## src/rtl/vert_ucode_seq.sv

```systemverilog
// Vertical-microcode sequencer: fetches from a 1-cycle ROM, runs control ops locally,
// hands datapath ops off over vld/rdy, and keeps return addresses on a small hardware stack.
module vert_ucode_seq #(
   parameter int PC_W    = 8,
   parameter int INST_W  = 16,
   parameter int STACK_N = 4
) (
   input  logic              i_clk,
   input  logic              i_rst,
   input  logic              i_start,
   input  logic [PC_W-1:0]   i_start_pc,
   output logic              o_busy,
   output logic              o_done,
   output logic              o_inst_req,
   output logic [PC_W-1:0]   o_inst_addr,
   input  logic [INST_W-1:0] i_inst_rdata,
   input  logic              i_flag_eq,
   input  logic              i_flag_gt,
   output logic              o_dp_vld,
   output logic [INST_W-1:0] o_dp_inst,
   input  logic              i_dp_rdy,
   input  logic              i_go,
   output logic              o_emit,
   output logic              o_error,
   output logic [1:0]        o_err_code,
   output logic [2:0]        o_dbg_state
);

   localparam int SP_W  = $clog2(STACK_N + 1);
   localparam int IDX_W = (STACK_N > 1) ? $clog2(STACK_N) : 1;
   localparam logic [SP_W-1:0] SP_FULL = SP_W'(STACK_N);

   localparam logic [2:0] S_IDLE   = 3'd0;
   localparam logic [2:0] S_FETCH  = 3'd1;
   localparam logic [2:0] S_DECODE = 3'd2;
   localparam logic [2:0] S_EXEC   = 3'd3;
   localparam logic [2:0] S_WAIT   = 3'd4;
   localparam logic [2:0] S_ERROR  = 3'd5;

   // Datapath handshake: o_dp_vld rises in EXEC of a datapath op and stays high,
   // with o_dp_inst frozen, until the cycle i_dp_rdy is seen; that cycle is the transfer.

   logic [2:0]        r_state;
   logic [PC_W-1:0]   r_pc;
   logic [SP_W-1:0]   r_sp;
   logic [INST_W-1:0] r_ir;
   logic              r_done;
   logic              r_error;
   logic [1:0]        r_err_code;
   logic [PC_W-1:0]   r_stack [STACK_N];

   logic [2:0]        w_state_nxt;
   logic [PC_W-1:0]   w_pc_nxt;
   logic [PC_W-1:0]   w_pc_inc;
   logic [PC_W-1:0]   w_target;
   logic [SP_W-1:0]   w_sp_dec;
   logic [IDX_W-1:0]  w_push_idx;
   logic [IDX_W-1:0]  w_pop_idx;
   logic [3:0]        w_opcode;
   logic              w_start_acc;
   logic              w_push;
   logic              w_pop;
   logic              w_set_err;
   logic [1:0]        w_err_code_nxt;
   logic              w_done_nxt;
   logic              w_emit;
   logic              w_dp_vld;
   logic              w_taken;

   assign w_pc_inc   = r_pc + 1'b1;
   assign w_target   = PC_W'(r_ir[7:0]);
   assign w_sp_dec   = r_sp - 1'b1;
   assign w_push_idx = r_sp[IDX_W-1:0];
   assign w_pop_idx  = w_sp_dec[IDX_W-1:0];
   assign w_opcode   = r_ir[15:12];

   always_comb begin
      w_taken = 1'b0;
      case (r_ir[9:8])
         2'b00:   w_taken = 1'b1;
         2'b01:   w_taken = i_flag_eq;
         2'b10:   w_taken = i_flag_gt;
         default: w_taken = ~i_flag_gt;
      endcase
   end

   always_comb begin
      w_state_nxt    = r_state;
      w_pc_nxt       = r_pc;
      w_start_acc    = 1'b0;
      w_push         = 1'b0;
      w_pop          = 1'b0;
      w_set_err      = 1'b0;
      w_err_code_nxt = 2'd0;
      w_done_nxt     = 1'b0;
      w_emit         = 1'b0;
      w_dp_vld       = 1'b0;
      case (r_state)
         S_IDLE, S_ERROR: begin
            if (i_start) begin
               w_start_acc = 1'b1;
               w_pc_nxt    = i_start_pc;
               w_state_nxt = S_FETCH;
            end
         end
         S_FETCH:  w_state_nxt = S_DECODE;
         S_DECODE: w_state_nxt = S_EXEC;
         S_EXEC: begin
            case (w_opcode)
               4'b0000: begin
                  w_pc_nxt    = w_pc_inc;
                  w_state_nxt = S_FETCH;
               end
               4'b0001: begin
                  w_pc_nxt    = w_taken ? w_target : w_pc_inc;
                  w_state_nxt = S_FETCH;
               end
               4'b0010, 4'b0100, 4'b0110, 4'b0111: begin
                  w_dp_vld = 1'b1;
                  if (i_dp_rdy) begin
                     w_pc_nxt    = w_pc_inc;
                     w_state_nxt = S_FETCH;
                  end
               end
               4'b1100: begin
                  if (r_ir[11]) begin
                     if (r_sp == SP_FULL) begin
                        w_set_err      = 1'b1;
                        w_err_code_nxt = 2'd1;
                        w_state_nxt    = S_ERROR;
                     end else begin
                        w_push      = 1'b1;
                        w_pc_nxt    = w_target;
                        w_state_nxt = S_FETCH;
                     end
                  end else if (r_sp == '0) begin
                     w_done_nxt  = 1'b1;
                     w_state_nxt = S_IDLE;
                  end else begin
                     w_pop       = 1'b1;
                     w_pc_nxt    = r_stack[w_pop_idx];
                     w_state_nxt = S_FETCH;
                  end
               end
               4'b1111: begin
                  if (r_ir[11]) begin
                     w_state_nxt = S_WAIT;
                  end else begin
                     w_emit      = 1'b1;
                     w_pc_nxt    = w_pc_inc;
                     w_state_nxt = S_FETCH;
                  end
               end
               default: begin
                  w_set_err      = 1'b1;
                  w_err_code_nxt = 2'd2;
                  w_state_nxt    = S_ERROR;
               end
            endcase
         end
         S_WAIT: begin
            if (i_go) begin
               w_pc_nxt    = w_pc_inc;
               w_state_nxt = S_FETCH;
            end
         end
         default: w_state_nxt = S_IDLE;
      endcase
   end

   always_ff @(posedge i_clk) begin
      if (i_rst) begin
         r_state    <= S_IDLE;
         r_pc       <= '0;
         r_sp       <= '0;
         r_ir       <= '0;
         r_done     <= 1'b0;
         r_error    <= 1'b0;
         r_err_code <= 2'd0;
      end else begin
         r_state <= w_state_nxt;
         r_pc    <= w_pc_nxt;
         r_done  <= w_done_nxt;
         if (r_state == S_DECODE) r_ir <= i_inst_rdata;
         if (w_start_acc) begin
            r_sp       <= '0;
            r_error    <= 1'b0;
            r_err_code <= 2'd0;
         end else if (w_push) begin
            r_sp <= r_sp + 1'b1;
         end else if (w_pop) begin
            r_sp <= w_sp_dec;
         end
         if (w_set_err) begin
            r_error    <= 1'b1;
            r_err_code <= w_err_code_nxt;
         end
      end
   end

   // Stack storage needs no reset: entries are only read below sp, which reset clears.
   always_ff @(posedge i_clk) begin
      if (!i_rst && w_push) r_stack[w_push_idx] <= w_pc_inc;
   end

   assign o_busy      = (r_state != S_IDLE) && (r_state != S_ERROR);
   assign o_done      = r_done;
   assign o_inst_req  = (r_state == S_FETCH);
   assign o_inst_addr = r_pc;
   assign o_dp_vld    = w_dp_vld;
   assign o_dp_inst   = w_dp_vld ? r_ir : '0;
   assign o_emit      = w_emit;
   assign o_error     = r_error;
   assign o_err_code  = r_err_code;
   assign o_dbg_state = r_state;

endmodule

```

## config.mk

```make
export PLATFORM = sky130hd
export DESIGN_NAME = vert_ucode_seq
export DESIGN_NICKNAME = d
export VERILOG_FILES = /design/src/rtl/vert_ucode_seq.sv
export SDC_FILE = /design/constraint.sdc
export NUM_CORES = 1
export LEC_CHECK = 0
export CAP_MARGIN = 20
export CORE_MARGIN = 2
export CORE_UTILIZATION = 52
export DETAILED_ROUTE_END_ITERATION = 7
export PLACE_DENSITY_LB_ADDON = 0.12
export SLEW_MARGIN = 5
export SYNTH_ARGS = -nofsm -noshare
export SYNTH_HDL_FRONTEND = slang
export SYNTH_SLANG_ARGS = --single-unit
```

## constraint.sdc

```tcl
create_clock -name i_clk -period 3 [get_ports i_clk]
set_input_delay 0.6 -clock i_clk [delete_from_list [all_inputs] [get_ports i_clk]]
set_output_delay 0.6 -clock i_clk [all_outputs]
set_load 0.03 [all_outputs]
```

==> qor.txt, run 1 <==
Worst r2r src = r_ir[13]
Power Dens Cells = 550 nW/um^2
Relative slew margins = 0.470
Setup crit end kind = output port
Post-synth top flop = dfxtp_1
Reg2reg path depth = 8
H-tree Lvls = 3
CTS tree = yes
Combinational share of power = 0.262
Synth warn = 0
Fillers = 576
Synth top area share = 0.272
Core Box Area = 6680 sq um
DPL Wire Length = 6250 um
EDFF count, synth = 32
Worst hold path type = reg -> reg
Crit Path Category = reg -> out
Final Hold Viols = 0
Clock power frac = 0.281
Ys async rst share = 0
Worst hold path endpoint = r_ir[10]
Post-place setup slack = 0.247 ns
Post-route ant nets = 0
Yosys top cell by area = edfxtp_1
CP Max Fanout = 9
Initial DRC count = 163
Die height = 86.4 um
Max rail drop VDD = 278 uV
Status = complete, no violations
Clock Latency Late Sink = 0.36 ns
Design area = 4420 sq um
Slowest-stage cell, CP = clkdlybuf4s50_1
Total power = 2430 uW
Fin nets = 466
DRC errors left = 0
Period utilization = 0.938
Clk buf depth = 2
Minimum clock period = 2.81 ns
Internal reg-to-reg setup slack = 0.58 ns
Max-cap violations = 0
Post-Syn Area per Cell = 9.72 sq um
Worst endpoint data arrival time = 2.21 ns
Setup WS post-layout = 0.187 ns
Sequential-to-total area share from yosys stat = 0.465
I/O Buffers = 64
Sw frac = 0.333
Root Driver = clkbuf_8
Gr usage total = 0.236
Dpl cell area = 4190 sq um
CTS Sinks = 66
Min-Delay Startpoint = r_ir[10]
Placement Rows = 30
Gate Count Post-Synth = 363
Int Power = 1620 uW
LEAKAGE = 0.00154 uW
Die X = 86.4 um
Syn nets = 400
Critical register-to-register path endpoint = o_inst_addr[0]
Initial antenna violation count = 0
Final Skew = 0.00980 ns
Power share of the sequential group = 0.458
Synth Register Bits = 66
Pin count of the biggest net entering global routing = 33
Slew of the pin with the lowest slew margin = 0.794 ns
DR WL/cell = 16.6 um
Placer Congestion = 0.839
Clk slew on worst S/H paths = 0.07 ns
Setup Viol. Count Final = 0
GR Overflow Total = 0
First-pass GRT wire length = 13600 um
DRT Wirelength = 8550 um
Multi-input gate area = 1730 sq um
Crit path from = r_ir[13]
CP startpoint kind = flop
Layout cell share with drive strength beyond 1 = 0.150
Drt first pass iters = 4
Placed insts = 493
Initial core utilization = 0.528
Final Instance Count excl. Fillers = 514
CP Data Required Time = 2.40 ns
Ant. Diodes = 0
Via Count = 2938
Critical path cell sequence = a21boi_0 > nor3_4 > and2_1 > clkdlybuf4s50_1
Via density = 5.72
Most frequent cells in the layout = 52 x nand2_1, 52 x clkdlybuf4s50_1, 34 x dfxtp_1
Cell Area, Synth = 3530 sq um
RSZ-0062 raised after global routing = no
Cell depth of the worst hold path = 2
Count of final max-slew check failures = 0
CP peak stage delay = 0.66 ns
Register area = 1640 sq um
Area growth, synth to finish = 25.2%
Top post-synthesis cells by area = edfxtp_1 27%, dfxtp_1 19%, nand2_1 5.5%, mux4_2 5.1%, a21oi_1 4.4%
Max frequency = 356 MHz
Num CTS Buffers = 9
IO Count = 66
Die ar. = 7460 sq um
Vias in the first global route = 2714
Switch Pwr = 809 uW
TNS Setup = 0 ns
Post-synthesis cell type count = 62
synthesized netlist by cell type, drive strengths merged, types with 3 or more instances:
master / number
nand2: 52
inv: 7
nor3: 9
nand3: 9
a22oi: 4
nor2: 30
nor2b: 3
a311oi: 6
clkbuf: 13
a221oi: 6
buf: 13
and2: 19
mux4: 8
or3: 6
nor3b: 4
o21ai: 8
a21oi: 31
edfxtp: 32
dfxtp: 34
nand2b: 8
xnor2: 7
ha: 6
cells by family (layout without fill, tap and decap cells):
group / after synthesis / count (layout) / synth area share
fa+ha+maj: 6 / 6 / 0.0213
xor+xnor: 8 / 8 / 0.0199
buf+inv: 33 / 104 / 0.0461
simple gates: 158 / 158 / 0.234
mux: 11 / 11 / 0.0603
other cells: 1 / 1 / 0.00106
compound gates: 80 / 80 / 0.153
flops: 66 / 66 / 0.465
metal layers:
layer  track usage  routed length [um]
met5             0                   0
met4        0.0980                 139
met3        0.0495                 430
met2         0.378                4130
met1         0.314                3850
stage by stage:
step / utilization / hold slack [ns]
CTS: 0.656 / 0.473
global placement: 0.628 / 0.454
detailed placement: 0.628 / 0.460
floorplan: - / 0.432
global route: 0.661 / 0.489
finish: 0.661 / 0.474
power groups by stage:
stage | logic, uW | registers, uW | clock network [uW]
2_1_floorplan | 374 | 1170 | 0
3_3_place_gp | 624 | 1130 | 0
3_5_place_dp | 633 | 1130 | 0
4_1_cts | 637 | 1110 | 691
5_1_grt | 695 | 1120 | 731
6_report | 636 | 1110 | 682
flip-flops by register name, indices dropped and copies added, names as in the netlist:
register     cells
r_ir            16
o_inst_addr      8
o_err_code       2
r_stack         32
o_done           1
r_sp             3
o_error          1
o_dbg_state      3
area by class of cell:
type                            count  share of cell area
Clock buffer                       10              0.0312
Inverter                            7             0.00595
Tap cell                           80              0.0227
Sequential cell                    66               0.372
Multi-Input combinational cell    264               0.392
Clock inverter                      6             0.00963
Timing Repair Buffer               81               0.167
worst max path at each step:
stage               slack, ns  cells past startpoint      endpoint
floorplan                0.25                      5        o_emit
detailed placement       0.25                      4  o_dp_inst[1]
finish                   0.19                      4  o_dp_inst[8]
global route             0.04                      4  o_dp_inst[1]
CTS                      0.03                      4  o_dp_inst[8]
global placement         0.27                      4  o_dp_inst[8]
worst max-delay path, delay by kind of cell, from the launching register on:
kind	cells	cell delay (ns)
buf+inv	1	0.66
simple gates	2	0.55
flops	1	0.42
compound gates	1	0.23
repair_timing:
item	in CTS	in global routing
hold buffers	0	0
pin swaps	0	1
setup buffers	0	5
gates resized for setup	1	0
setup endpoints to repair	3	3
endpoints found under the hold margin	0	0
Power figures use the tool's default switching activity.
==> inputs of run 2 (changes only) <==
--- a/config.mk
+++ b/config.mk
@@ -6,7 +6,7 @@
 export NUM_CORES = 1
 export LEC_CHECK = 0
 export CAP_MARGIN = 20
-export CORE_MARGIN = 2
+export CORE_MARGIN = 4
 export CORE_UTILIZATION = 52
 export DETAILED_ROUTE_END_ITERATION = 7
 export PLACE_DENSITY_LB_ADDON = 0.12
==> run 2 against run 1 <==
Sequential share of layout area about the same. Utilization up 2.2 points. Setup slack better by 0.036 ns. Fmax up 1.3%. Sequential power about the same. Critical endpoint is now o_emit. Cell area about the same. Register-to-register slack about the same. Global-route usage down 1.5 points. Die area up 9.5%.
==> qor.txt, run 2 (synthesis results as in run 1) <==
Status = complete, no violations
Final Hold Viols = 0
Crit Path Category = reg -> out
CTS tree = yes
Met2 Track Usage GR = 0.350
Busiest grt layer = met2
DR WL/cell = 17.2 um
CP startpoint kind = flop
Die height = 90.4 um
Count of final max-slew check failures = 0
I/O Buffers = 64
Register area = 1640 sq um
M3 GR Usage = 0.0608
Root Driver = clkbuf_8
Die ar. = 8170 sq um
Placer Congestion = 0.862
Hold_ws = 0.472 ns
DRT Wirelength = 8750 um
H-tree Lvls = 3
Power Dens Cells = 569 nW/um^2
First-pass GRT wire length = 14500 um
GR Overflow Total = 0
Num CTS Buffers = 9
Total power = 2510 uW
Util after Layout = 0.684
Dpl cell area = 4190 sq um
Area growth, synth to finish = 25.1%
Max rail drop VDD = 373 uV
Most common cell after layout, fill and taps aside = clkdlybuf4s50_1
Ant. Diodes = 0
DRC errors left = 0
Clk buf depth = 2
Max reg flops = 32
Initial DRC count = 160
Initial antenna violation count = 0
Relative slew margins = 0.488
Drt first pass iters = 6
Die X = 90.4 um
Period utilization = 0.925
Via density = 5.82
Fin nets = 463
Multi-input gate area = 1730 sq um
Post-route ant nets = 0
Layout cell share with drive strength beyond 1 = 0.139
Vias in the first global route = 2822
Cts hold-fix bufs = 0
Core Box Area = 6460 sq um
Max frequency = 360 MHz
Initial core utilization = 0.546
CTS Sinks = 66
Final Skew = 0.00984 ns
LEAKAGE = 0.00154 uW
Placement Rows = 29
Slew of the pin with the lowest slew margin = 0.766 ns
Worst hold path type = reg -> reg
Global Route met1 Usage = 0.294
Clk slew on worst S/H paths = 0.08 ns
Worst endpoint data arrival time = 2.18 ns
Max-cap violations = 0
Largest Register = r_stack
TNS Setup = 0 ns
Minimum clock period = 2.78 ns
CP Max Fanout = 12
Setup crit end kind = output port
Gr usage total = 0.221
IO Count = 66
Design area = 4420 sq um
Fillers = 545
DPL Wire Length = 6350 um
Clock Latency Late Sink = 0.35 ns
Via Count = 2955
CP Data Required Time = 2.40 ns
Setup Viol. Count Final = 0
Most frequent cells in the layout = 53 x clkdlybuf4s50_1, 52 x nand2_1, 34 x dfxtp_1
RSZ-0062 raised after global routing = no
Pin count of the biggest net entering global routing = 33
run 2: timing repair:
action / 4_1_cts / 5_1_grt
gates cloned: 0 / 0
buffers inserted: 0 / 2
pin swaps: 0 / 1
setup endpoints to repair: 3 / 3
resized for setup: 1 / 0
run 2: cell type report:
cell class,instances,area share
Multi-Input combinational cell,264,0.392
Inverter,7,0.00595
Sequential cell,66,0.372
Timing Repair Buffer,78,0.163
Clock inverter,7,0.0176
Tap cell,77,0.0218
Clock buffer,9,0.0281
run 2: final timing paths:
kind / from / end / slack (ns) / depth (start not counted)
max reg2reg: r_sp[1] / o_inst_addr[5] / 0.59 / 8
max: o_dbg_state[0] / o_emit / 0.22 / 5
min: r_ir[10] / r_ir[10] / 0.47 / 2
min reg2reg: r_ir[10] / r_ir[10] / 0.47 / 2
run 2: metal layers:
layer | vias up | part of all wire
li1 | 1445 | -
met1 | 1385 | 0.44
met2 | 106 | 0.46
met3 | 19 | 0.076
met4 | 0 | 0.020
met5 | - | 0
run 2: stage by stage:
step                std cells  setup slack (ns)
floorplan                 363             0.254
global route              508            0.0806
detailed placement        490             0.308
finish                    508             0.224
global placement          490             0.336
CTS                       506            0.0836
run 2: power breakdown:
part,internal (uW),total [uW],switching (uW),leakage [uW]
clock,391,753,362,0.000102
combinational,267,648,381,0.000873
sequential,1030,1110,75.9,0.000569
total,1690,2510,819,0.00154
run 2: critical path, cell delays in order (launching register included):
cell	delay, ns
dfxtp_1	0.34
buf_4	0.18
and3b_1	0.23
nand4_1	0.13
nor3b_1	0.24
clkdlybuf4s50_1	0.72
==> edit (config.mk and constraints of run 1) <==
Put one more register stage on the output `o_err_code`, without a reset. The value now appears one clock later. The other outputs are not delayed to match.
--- a/src/rtl/vert_ucode_seq.sv
+++ b/src/rtl/vert_ucode_seq.sv
@@ -211,7 +211,9 @@
    assign o_dp_inst   = w_dp_vld ? r_ir : '0;
    assign o_emit      = w_emit;
    assign o_error     = r_error;
-   assign o_err_code  = r_err_code;
+   always_ff @(posedge i_clk) begin
+      o_err_code <= r_err_code;
+   end
    assign o_dbg_state = r_state;
 
 endmodule
Formal check against the unedited RTL: not equivalent (a bounded check fails within 10 cycles, from zero or initial values and one cycle with i_rst high).
==> edit against run 1 <==
Critical path depth is the same. Die area grew 1.8%. Synthesized area grew 1.9%. Final cell count shrank 3.5%. Via count shrank 1.9%. Sequential share of layout area grew 0.25 points. Wire length grew 6.6%. Sequential cell count grew 2. Setup slack lost 0.028 ns. Synthesized cell count shrank 3.0%. Register-to-register slack gained 0.06 ns. Cell area grew 1.9%. Global-route usage grew 1.9 points. Critical endpoint is now o_dp_inst[2]. Highest routed layer unchanged.
Power is not compared: it rests on default switching activity, and its combinational part moved more than twofold at a synthesized area within 25%.
==> edit: results (changes against run 1) <==
Compound-Gate Fraction of Synth Area: 0.191 (was 0.153)
Cell Area, Synth: 3600 um2 (was 3530 um2)
worst hold start: r_err_code[1] (was r_ir[10])
R2R Path End: o_inst_addr[6] (was o_inst_addr[0])
reg2reg start: r_sp[1] (was r_ir[13])
Final nets: 448 (was 466)
dpl ws: 0.493 ns (was 0.247 ns)
Arr. time, crit path: 2.24 ns (was 2.21 ns)
Area after DPL: 4230 um2 (was 4190 um2)
critical path's largest stage delay: 0.72 ns (was 0.66 ns)
bufs w/o clock: 73 (was 81)
pin count of the biggest net entering global routing: 35 (was 33)
final-layout fill cell count: 529 (was 576)
GRT Total Usage: 0.256 (was 0.236)
first-pass GRT wire length: 14,500 um (was 13,600 um)
vias in the first global route: 2,705 (was 2,714)
register area share after synthesis: 0.467 (was 0.465)
Synth cell types: 63 (was 62)
DR iter-0 viols: 192 (was 163)
Post-Synth Adder-Cell Area: 0.0209 (was 0.0213)
Seq area share: 0.374 (was 0.372)
M2 GR Usage: 0.396 (was 0.378)
synth-to-layout area growth: 25.1% (was 25.2%)
Area contributors post-synth: edfxtp_1 (27%), dfxtp_1 (20%), a21oi_1 (5.1%) (was edfxtp_1 (27%), dfxtp_1 (19%), nand2_1 (5.5%))
dpl hpwl: 6180 um (was 6250 um)
met3 Use GR: 0.0654 (was 0.0495)
status: complete, no violations (unchanged)
Slew @ Worst Pin: 0.715 ns (was 0.794 ns)
reg2reg path depth: 7 (was 8)
reg2reg setup slack: 0.64 ns (was 0.58 ns)
WHS: 0.360 ns (was 0.474 ns)
Worst Path Max Fanout: 12 (was 9)
[edit: how the worst max path moves through the flow]
stage	from	end	slack, ns	cells after the start
finish	r_ir[14]	o_dp_inst[2]	0.16	4
floorplan	o_dbg_state[1]	o_dp_inst[10]	0.60	4
global route	r_ir[14]	o_dp_inst[2]	0.02	4
CTS	r_ir[13]	o_dp_inst[2]	0.1	4
global placement	r_ir[13]	o_dp_inst[2]	0.48	4
detailed placement	r_ir[13]	o_dp_inst[2]	0.49	4
[edit: repair_timing]
action | 4_1_cts | 5_1_grt
endpoints found under the hold margin | 0 | 0
setup endpoints to repair | 0 | 2
resized for setup | 0 | 2
[edit: worst reg2reg max path: stages, from the launching register on]
cell	delay (ns)
dfxtp_1	0.41
inv_1	0.12
ha_1	0.61
mux4_2	0.42
a22oi_1	0.15
o21ai_0	0.13
a221oi_1	0.27
a211oi_2	0.11
[edit: per-layer routing]
layer,up-vias,share of wire
li1,1396,-
met1,1388,0.45
met2,90,0.48
met3,8,0.065
met4,0,0.0099
met5,-,0
